[src/rtl/mem_scan_reader.sv]
// mem_scan_reader
//   Read-side sequencer for the scratch RAM. A start request walks every
//   address from 0 to 2^ADDR_WIDTH-1. For each address it issues one read,
//   captures the returned word and presents it on dout for HOLD_CYCLES
//   cycles. It also keeps a running checksum of every word read.
//
// Ports
//   clk_2       in   system clock, rising edge
//   reset       in   synchronous active-high reset
//   start       in   scan request, only honoured when idle
//   mem_wr      in   write-side strobe; a read is held off while it is high
//   rd_en       out  RAM read strobe
//   addr        out  RAM read address
//   rdata       in   RAM read data, one cycle after an accepted rd_en
//   dout        out  last captured word
//   dout_addr   out  address dout was read from
//   dout_valid  out  high while dout is being presented
//   busy        out  high whenever a scan is in progress
//   done        out  single-cycle pulse at the end of a scan
//   sum         out  sum of the words read in the current or last scan
module mem_scan_reader #(
  parameter int ADDR_WIDTH  = 2,
  parameter int DATA_WIDTH  = 4,
  parameter int HOLD_CYCLES = 4
) (
  input  logic                             clk_2,
  input  logic                             reset,
  input  logic                             start,
  input  logic                             mem_wr,
  output logic                             rd_en,
  output logic [ADDR_WIDTH-1:0]            addr,
  input  logic [DATA_WIDTH-1:0]            rdata,
  output logic [DATA_WIDTH-1:0]            dout,
  output logic [ADDR_WIDTH-1:0]            dout_addr,
  output logic                             dout_valid,
  output logic                             busy,
  output logic                             done,
  output logic [DATA_WIDTH+ADDR_WIDTH-1:0] sum
);

  localparam int SUM_W = DATA_WIDTH + ADDR_WIDTH;
  localparam int CNT_W = (HOLD_CYCLES > 1) ? $clog2(HOLD_CYCLES) : 1;
  localparam logic [CNT_W-1:0] HOLD_LOAD = CNT_W'(HOLD_CYCLES - 1);

  typedef enum logic [2:0] {
    S_IDLE,
    S_ISSUE,
    S_WAIT,
    S_HOLD,
    S_DONE
  } state_t;

  state_t                  state_q, state_d;
  logic [ADDR_WIDTH-1:0]   addr_q, addr_d;
  logic [DATA_WIDTH-1:0]   dout_q, dout_d;
  logic [ADDR_WIDTH-1:0]   dout_addr_q, dout_addr_d;
  logic [SUM_W-1:0]        sum_q, sum_d;
  logic [CNT_W-1:0]        cnt_q, cnt_d;

  // Checksum accumulate: the word is zero-extended; the sum is wide enough
  // that a full scan of all-ones words cannot overflow.
  function automatic logic [SUM_W-1:0] acc_add(input logic [SUM_W-1:0]      acc,
                                               input logic [DATA_WIDTH-1:0] w);
    return acc + SUM_W'(w);
  endfunction

  always_comb begin
    state_d     = state_q;
    addr_d      = addr_q;
    dout_d      = dout_q;
    dout_addr_d = dout_addr_q;
    sum_d       = sum_q;
    cnt_d       = cnt_q;
    rd_en       = 1'b0;
    dout_valid  = 1'b0;
    done        = 1'b0;

    case (state_q)
      S_IDLE: begin
        if (start) begin
          state_d = S_ISSUE;
          addr_d  = '0;
          sum_d   = '0;
        end
      end

      // A write on the shared RAM blocks the read; retry the same address.
      S_ISSUE: begin
        rd_en = ~mem_wr;
        if (!mem_wr) begin
          state_d = S_WAIT;
        end
      end

      // Read data arrives this cycle.
      S_WAIT: begin
        dout_d      = rdata;
        dout_addr_d = addr_q;
        sum_d       = acc_add(sum_q, rdata);
        cnt_d       = HOLD_LOAD;
        state_d     = S_HOLD;
      end

      S_HOLD: begin
        dout_valid = 1'b1;
        if (cnt_q == '0) begin
          if (&addr_q) begin
            state_d = S_DONE;
          end else begin
            addr_d  = addr_q + ADDR_WIDTH'(1);
            state_d = S_ISSUE;
          end
        end else begin
          cnt_d = cnt_q - CNT_W'(1);
        end
      end

      S_DONE: begin
        done    = 1'b1;
        state_d = S_IDLE;
      end

      default: begin
        state_d = S_IDLE;
      end
    endcase
  end

  always_ff @(posedge clk_2) begin
    if (reset) begin
      state_q     <= S_IDLE;
      addr_q      <= '0;
      dout_q      <= '0;
      dout_addr_q <= '0;
      sum_q       <= '0;
      cnt_q       <= '0;
    end else begin
      state_q     <= state_d;
      addr_q      <= addr_d;
      dout_q      <= dout_d;
      dout_addr_q <= dout_addr_d;
      sum_q       <= sum_d;
      cnt_q       <= cnt_d;
    end
  end

  assign busy      = (state_q != S_IDLE);
  assign addr      = addr_q;
  assign dout      = dout_q;
  assign dout_addr = dout_addr_q;
  assign sum       = sum_q;

endmodule

[config.mk]
export PLATFORM = sky130hd
export DESIGN_NAME = mem_scan_reader
export DESIGN_NICKNAME = d
export VERILOG_FILES = /design/src/rtl/mem_scan_reader.sv
export SDC_FILE = /design/constraint.sdc
export NUM_CORES = 1
export LEC_CHECK = 0
export ABC_AREA = 1
export ABC_CLOCK_PERIOD_IN_PS = 3910
export CAP_MARGIN = 25
export CORE_MARGIN = 2
export CORE_UTILIZATION = 51
export DETAILED_ROUTE_END_ITERATION = 8
export GPL_TIMING_DRIVEN = 0
export PLACE_DENSITY_LB_ADDON = 0.15
export SLEW_MARGIN = 40
export SYNTH_ARGS = -nofsm -noshare
export SYNTH_HDL_FRONTEND = slang
export SYNTH_SLANG_ARGS = --single-unit
export TNS_END_PERCENT = 10
[constraint.sdc]
create_clock -name clk_2 -period 3.91 [get_ports clk_2]
set_input_delay 0.782 -clock clk_2 [delete_from_list [all_inputs] [get_ports clk_2]]
set_output_delay 0.782 -clock clk_2 [all_outputs]
set_load 0.02 [all_outputs]
# [Yosys cells after proc, flatten, opt, wreduce, memory -nomap -nowiden]
# Cells that the tools add are included.
[classes] add_sub_neg=3 n_eq_ne=9 muxes=16 n_bitwise=1 reduce_logical=11
[ops] cell="$mux W3" n=4
[ops] cell="$pmux W3 S4" n=1
[ops] cell="$pmux W6 S2" n=1
[ops] cell="$ne A2 B2 Y1 const B" n=5
[ops] cell="$mux W2" n=4
[ops] cell="$pmux W2 S2" n=2
[ops] cell="$add A6 B4 Y6" n=1
[ops] cell="$eq A3 B2 Y1 const B" n=2
[ops] cell="$mux W6" n=1
[ops] cell="$reduce_and A2 Y1" n=3
[ops] cell="$reduce_bool A2 Y1" n=3
[ops] cell="$reduce_and A4 Y1" n=1
[ops] cell="$eq A3 B1 Y1 const B" n=1
[ops] cell="$eq A3 B3 Y1 const B" n=1
[ops] cell="$logic_not A3 Y1" n=1
[ops] cell="$mux W1" n=3
[ops] cell="$reduce_and A3 Y1" n=1
[ops] cell="$reduce_bool A3 Y1" n=1
[ops] cell="$add A2 B1 Y2 const B" n=1
[ops] cell="$logic_not A2 Y1" n=1
[ops] cell="$sub A2 B1 Y2 const B" n=1
[ops] cell="$not A1 Y1" n=1
[totals] regBits=19 inputBits=8 output_inout_bits=18 wordCells=46

# [Logic depth before layout (Yosys ltp)]
# Gate-level depths: netlist of the first run.
[logic_depth] depth_word=4 depth_mapped=9 ltp_nobuf=9

# [Least setup slack after synthesis of the first run]
# OpenSTA, ideal clock, no wires.
[synth_path] path_kind="input -> register" startpoint="input port rdata[0]" endpoint="register sum_q[4], in the netlist sum[4]" setup_ns=0.117 t_arrival_ns=1.817 t_required_ns=3.793 setup_slack_ns=1.976 path_stages=8 path_buffers=0 path_cell_list="ha_1 > fa_1 > nand2_1 > nand2_1 > a21oi_1 > nor2_1 > a21oi_1 > nor2_1"
[synth_between] elab_chain_cells=2
[synth_lines] item="from (decl)" line="32" rtl="input logic [DATA_WIDTH-1:0] rdata,"
[synth_lines] item="$add A6 B4 Y6" line="64" rtl="return acc + SUM_W'(w);"
[synth_lines] item="$pmux W6 S2" line="78" rtl="case (state_q)"
[synth_lines] item="to (signal assigned)" line="142" rtl="sum_q <= sum_d;"
[synth_lines] item="to (decl)" line="57" rtl="logic [SUM_W-1:0] sum_q, sum_d;"
# No other way between the ends.
# A chain may end at the register's enable or synchronous reset.

# [Final worst setup path of the first run]
[layout_path] startpoint="input port mem_wr" endpoint="output port rd_en"
[layout_between] elab_chain_cells=2
[layout_lines] item="from (decl)" line="29" rtl="input logic mem_wr,"
[layout_lines] item="$not A1 Y1" line="89" rtl="rd_en = ~mem_wr;"
[layout_lines] item="$mux W1" line="78"
[layout_lines] item="to (decl)" line="30" rtl="output logic rd_en,"
# No other way between the ends.

==> flow_summary.toml, run 1 <==
[global_route]
antenna_found_initial = 0
grt_start_max_net_pins = 12
grt_pass1_wl_um = 3660
grtUsageTotal = 0.194
grt_pass1_vias = 879
overflow = 0

[pwr]
internal_power_uw = 323
clock_power_share = 0.202
peakVddDrop_v = 0.000295
pwr-share-seq = 0.449
p_per_area_nw_per_um2 = 378
comb_power_share = 0.349
power_switching_uw = 181
swShare = 0.359
p_leak_uw = 0.000567

[route]
avgViaCountPerCell = 5.03
via_count = 996
wl_met3_um = 105
ant_nets = 0
dr.pass1.iters = 4
wl_per_cell_um = 11.2
top_layer_used = "met4"
wirelength_um = 2220
drtIter0Drc = 13
wl_met2_um = 1060
drc = 0
wl_met1_um = 1030

[floorplan]
die_width_um = 48.7
die_h_um = 48.7
die_area_um2 = 2380
num_rows = 16
coreArea_um2 = 1920
pin_count = 26
start_util = 0.531

[clock_network]
cts-root-buf = "clkbuf_4"
clk_path_buf_depth = 2
cts_max_level = 1
hold_buffers = 0
numCtsBuffers = 3
cts.sinks = 19
clk_pin_slew_ns = 0.10
cts_resized = 0
clk_latency_ns = 0.31
cts_setup_buffers = 0
cts_tree = "done"

[placed_design]
dp_hpwl_um = 1750
place.gp.congestion = 0.795
port_buffers = 25

[setup_path]
criticalPathCategory = "input port to output port"
worstSetupEndpointType = "output port"
critical_path_peak_fanout = 2
r2r_slack_ns = 2.32
crit_required_ns = 3.13
startpoint_type = "input port"
r2r-start = "sum[0]"
critPathArrivalTime_ns = 1.92
reg2reg_depth = 8
regToRegEndpoint = "sum[4]"

[yosys]
synth_area_um2 = 1020
ys_seq_area_frac = 0.373
syn_avg_cell_area_um2 = 7.19
yosys_warnings = 0
ys_ff_latch = 19
syn-num-nets = 157
ys_types = 20
syn_inst = 142

[sta]
period_needed_ns = 2.70
setup_viol = 0
finalSetupTns_ns = 0
skew_ns = 0.0116
worst_pin_slew_ns = 0.445
slew_headroom = 0.703
max_freq_ghz = 0.370
layout_worst_path_cycle_share = 0.690
slew_violations = 0
hold_viol = 0
rsz0062_at_grt = "no"

[final_layout]
drive_gt1_frac = 0.0877
layout.nets = 187
area_growth_pct = 30.5
fillers = 170
diodes = 0
post-route-util = 0.693

[worst_hold_path]
whs_path_depth = 2
hold_start = "cnt_q[1]"
worstHoldEndpoint = "cnt_q[1]"
hp-class = "flip-flop to flip-flop"

[flow_run]
maxCapViolCount = 0

[status]
status = "completed"
## power groups by stage
| stage | Sequential, µW | Combinational, µW | Clock, µW |
|---|---|---|---|
| 3_5_place_dp | 231 | 176 | 0 |
| 3_3_place_gp | 231 | 173 | 0 |
| 5_1_grt | 229 | 194 | 111 |
| 4_1_cts | 227 | 177 | 108 |
| 2_1_floorplan | 243 | 101 | 0 |
| 6_report | 227 | 176 | 102 |
## placed cells by master, fill, tap and decap left out
cell type and n:
a21oi_1 20, ha_1 6, dfxtp_1 19, o21ai_0 4, nand3_4 1, clkinv_2 1, inv_4 1, clkbuf_1 1
clkbuf_4 3, nand4_1 1, inv_1 13, clkdlybuf4s50_1 25, nor2_1 12, nor2_8 1, inv_2 2, nor2_4 1
fa_1 1, nand3b_1 1, buf_6 1, nor3_1 1, nand2_1 40, nand2_2 4, nand3_1 12
## layout make-up
cell class	instances	area, µm²	area share
inverters	16	62.6	0.0469
multi-input cells	105	563	0.423
well taps	27	33.8	0.0254
clock inverters	1	5.00	0.00376
plain buffers	2	15.0	0.0113
repair buffers	25	250	0.188
flip-flops and latches	19	380	0.285
clock buffers	3	22.5	0.0169
## through the flow
step           std cells  instance area [µm²]  power (µW)  hold WS [ns]  setup slack [ns]
2_1_floorplan        142                 1020         344         0.434              1.98
3_3_place_gp         194                 1310         403         0.443              1.22
3_5_place_dp         194                 1310         407         0.456              1.20
4_1_cts              198                 1330         512         0.472              1.20
5_1_grt              198                 1330         534         0.513              1.18
6_report             198                 1330         504         0.467              1.21
## cell usage after synthesis, drive strengths merged
library cell / instances / area, µm²
fa: 1 / 20.0
clkbuf: 1 / 3.75
inv: 16 / 62.6
buf: 1 / 11.3
nand2: 44 / 175
nand4: 1 / 6.26
nor3: 1 / 5.00
nand3: 13 / 77.6
nor2: 14 / 76.3
o21ai: 4 / 20.0
ha: 6 / 75.1
a21oi: 20 / 100
dfxtp: 19 / 380
nand3b: 1 / 7.51
## state kept, by name, summed over array words and instances (netlist names)
register,count
sum,6
dout,4
state_q,3
addr,2
cnt_q,2
dout_addr,2
## per-layer routing
metal  up-vias  global-route usage
met2        22               0.342
met1       452               0.238
li1        518                   -
met4         0              0.0714
met5         -                   0
met3         4              0.0278
## worst max-delay path by stage
| stage | slack [ns] | from | cells past startpoint | endpoint |
|---|---|---|---|---|
| after floorplan | 1.98 | rdata[0] | 8 | sum[4] |
| after global placement | 1.22 | mem_wr | 3 | rd_en |
| after detailed placement | 1.20 | mem_wr | 3 | rd_en |
| after CTS | 1.20 | mem_wr | 3 | rd_en |
| after global routing | 1.18 | mem_wr | 3 | rd_en |
| final | 1.21 | mem_wr | 3 | rd_en |
## logic make-up after synthesis
| kind of cell | share of synthesized area |
|---|---|
| buffers and inverters | 0.0760 |
| AO/OA/AOI/OAI | 0.118 |
| AND/OR/NAND/NOR | 0.341 |
| adder cells (fa/ha/maj) | 0.0931 |
| flip-flops | 0.373 |
## critical path: stages
cell             delay, ns
clkdlybuf4s50_1       0.43
nor2_1                0.10
clkdlybuf4s50_1       0.60
(Power assumes the default switching activity.)
==> inputs of run 2 (changes only) <==
- ABC_CLOCK_PERIOD_IN_PS: 3910 -> 2200
- CORE_UTILIZATION: 51 -> 43
- clock period: 3.91 -> 2.2 ns (I/O delays scaled with it)
==> flow_summary.toml, run 2 (synthesis results as in run 1) <==
[sta]
slew_headroom = 0.682
period_needed_ns = 2.12
layout_worst_path_cycle_share = 0.962
whs_ns = 0.472
hold_viol = 0
setup_viol = 0
skew_ns = 0.00702
slew_violations = 0
max_freq_ghz = 0.473
finalSetupTns_ns = 0
rsz0062_at_grt = "no"
worst_pin_slew_ns = 0.477

[route]
avgViaCountPerCell = 5.13
wirelength_um = 2450
dr.pass1.iters = 4
drc = 0
ant_nets = 0
wl_per_cell_um = 12.3
drtIter0Drc = 39
via_count = 1021

[final_layout]
drive_gt1_frac = 0.0936
final_cell_mix = "nand2_1, clkdlybuf4s50_1, a21oi_1"
fillers = 220
layout.nets = 187
diodes = 0
largest_register_ffs = 6
final_common_cell = "nand2_1"
finalNonFillerCells = 199
area_growth_pct = 31.1

[setup_path]
criticalPathCategory = "flip-flop to output port"
crit_required_ns = 1.76
startpoint_type = "flip-flop"
worstSetupEndpointType = "output port"
crit_path_top_delay_cell = "clkdlybuf4s50_1"
critPathArrivalTime_ns = 1.68
critPathTopFamily = "buffers and inverters"
crit_buf_inv = 1
crit_chain = "nor2_2, nand2_1, clkdlybuf4s50_1"
slowest_delay_ns = 0.62
critical_path_peak_fanout = 5

[pwr]
peakVddDrop_v = 0.000355
p_per_area_nw_per_um2 = 674
internal_power_uw = 578
pwr-share-seq = 0.451
swShare = 0.359
p_leak_uw = 0.000582
comb_power_share = 0.352
power_switching_uw = 324
clock_power_share = 0.197

[placed_design]
dp_cells = 195
port_buffers = 25
place.gp.congestion = 0.863
dp_hpwl_um = 1830

[global_route]
antenna_found_initial = 0
grtUsageTotal = 0.201
grt_start_max_net_pins = 11
grt_pass1_wl_um = 4070
overflow = 0
grt_pass1_vias = 981

[clock_network]
clk_latency_ns = 0.30
cts_setup_buffers = 0
cts-root-buf = "clkbuf_4"
clk_path_buf_depth = 2
clk_pin_slew_ns = 0.10
numCtsBuffers = 3
cts_max_level = 1
cts_tree = "done"
cts.sinks = 19

[flow_run]
maxCapViolCount = 0

[floorplan]
die_width_um = 52.7
coreArea_um2 = 2230
die_h_um = 52.7
die_area_um2 = 2780
start_util = 0.457
pin_count = 26
num_rows = 17

[status]
status = "completed"

[worst_hold_path]
hp-class = "flip-flop to flip-flop"
[run 2: cell count changes in the layout (fill, tap and decap cells not counted)]
cell,previous run,this run
clkinv_2,1,0
dfxtp_2,0,1
dfxtp_1,19,18
nor2_2,0,1
clkbuf_1,1,2
clkdlybuf4s50_1,25,24
nor2_1,12,11
dlymetal6s2s_1,0,1
[run 2: final timing paths]
| kind | end | depth (start not counted) | slack (ns) | start |
|---|---|---|---|---|
| worst min register to register | cnt_q[1] | 2 | 0.47 | cnt_q[1] |
| worst max-delay path | busy | 3 | 0.08 | state_q[2] |
| worst max register to register | sum[4] | 8 | 0.60 | sum[0] |
| worst min-delay path | cnt_q[1] | 2 | 0.47 | cnt_q[1] |
[run 2: power groups by stage]
stage               Combinational, µW  Clock, µW  Sequential, µW
floorplan                         179          0             433
global placement                  307          0             410
detailed placement                316          0             413
CTS                               319        184             405
global route                      351        196             411
finish                            318        178             407
[run 2: layer usage]
layer / share of wire / routed length, µm / track usage
met3: 0.040 / 98 / 0.0229
met5: 0 / 0 / 0
met1: 0.45 / 1100 / 0.230
met2: 0.50 / 1220 / 0.367
met4: 0.016 / 38 / 0.0940
[run 2: layout make-up]
class / count / area [µm²] / share of cell area
sequential: 19 / 382 / 0.285
tap: 28 / 35.0 / 0.0262
timing repair buffer: 25 / 253 / 0.189
buffer: 2 / 15.0 / 0.0112
inverter: 16 / 62.6 / 0.0467
multi-input combinational: 105 / 566 / 0.422
clock buffer: 4 / 26.3 / 0.0196
[run 2: stage by stage]
step | power (µW) | setup slack [ns] | util | area (µm²)
floorplan | 611 | 0.608 | - | 1020
global placement | 718 | 0.0497 | 0.585 | 1310
detailed placement | 728 | 0.0260 | 0.585 | 1310
CTS | 908 | 0.0404 | 0.598 | 1340
global route | 958 | 0.0198 | 0.599 | 1340
finish | 903 | 0.0841 | 0.599 | 1340
[run 2: timing repair]
item,in CTS,in global routing
hold buffers,0,0
pin swaps,0,0
gates resized for setup,1,2
setup endpoints to repair,1,2
[run 2: tightest hold or removal path, delay by kind of cell, from the launching register on]
family | cells | cell delay [ns]
flops | 1 | 0.31
compound gates | 1 | 0.07
buf+inv | 1 | 0.06
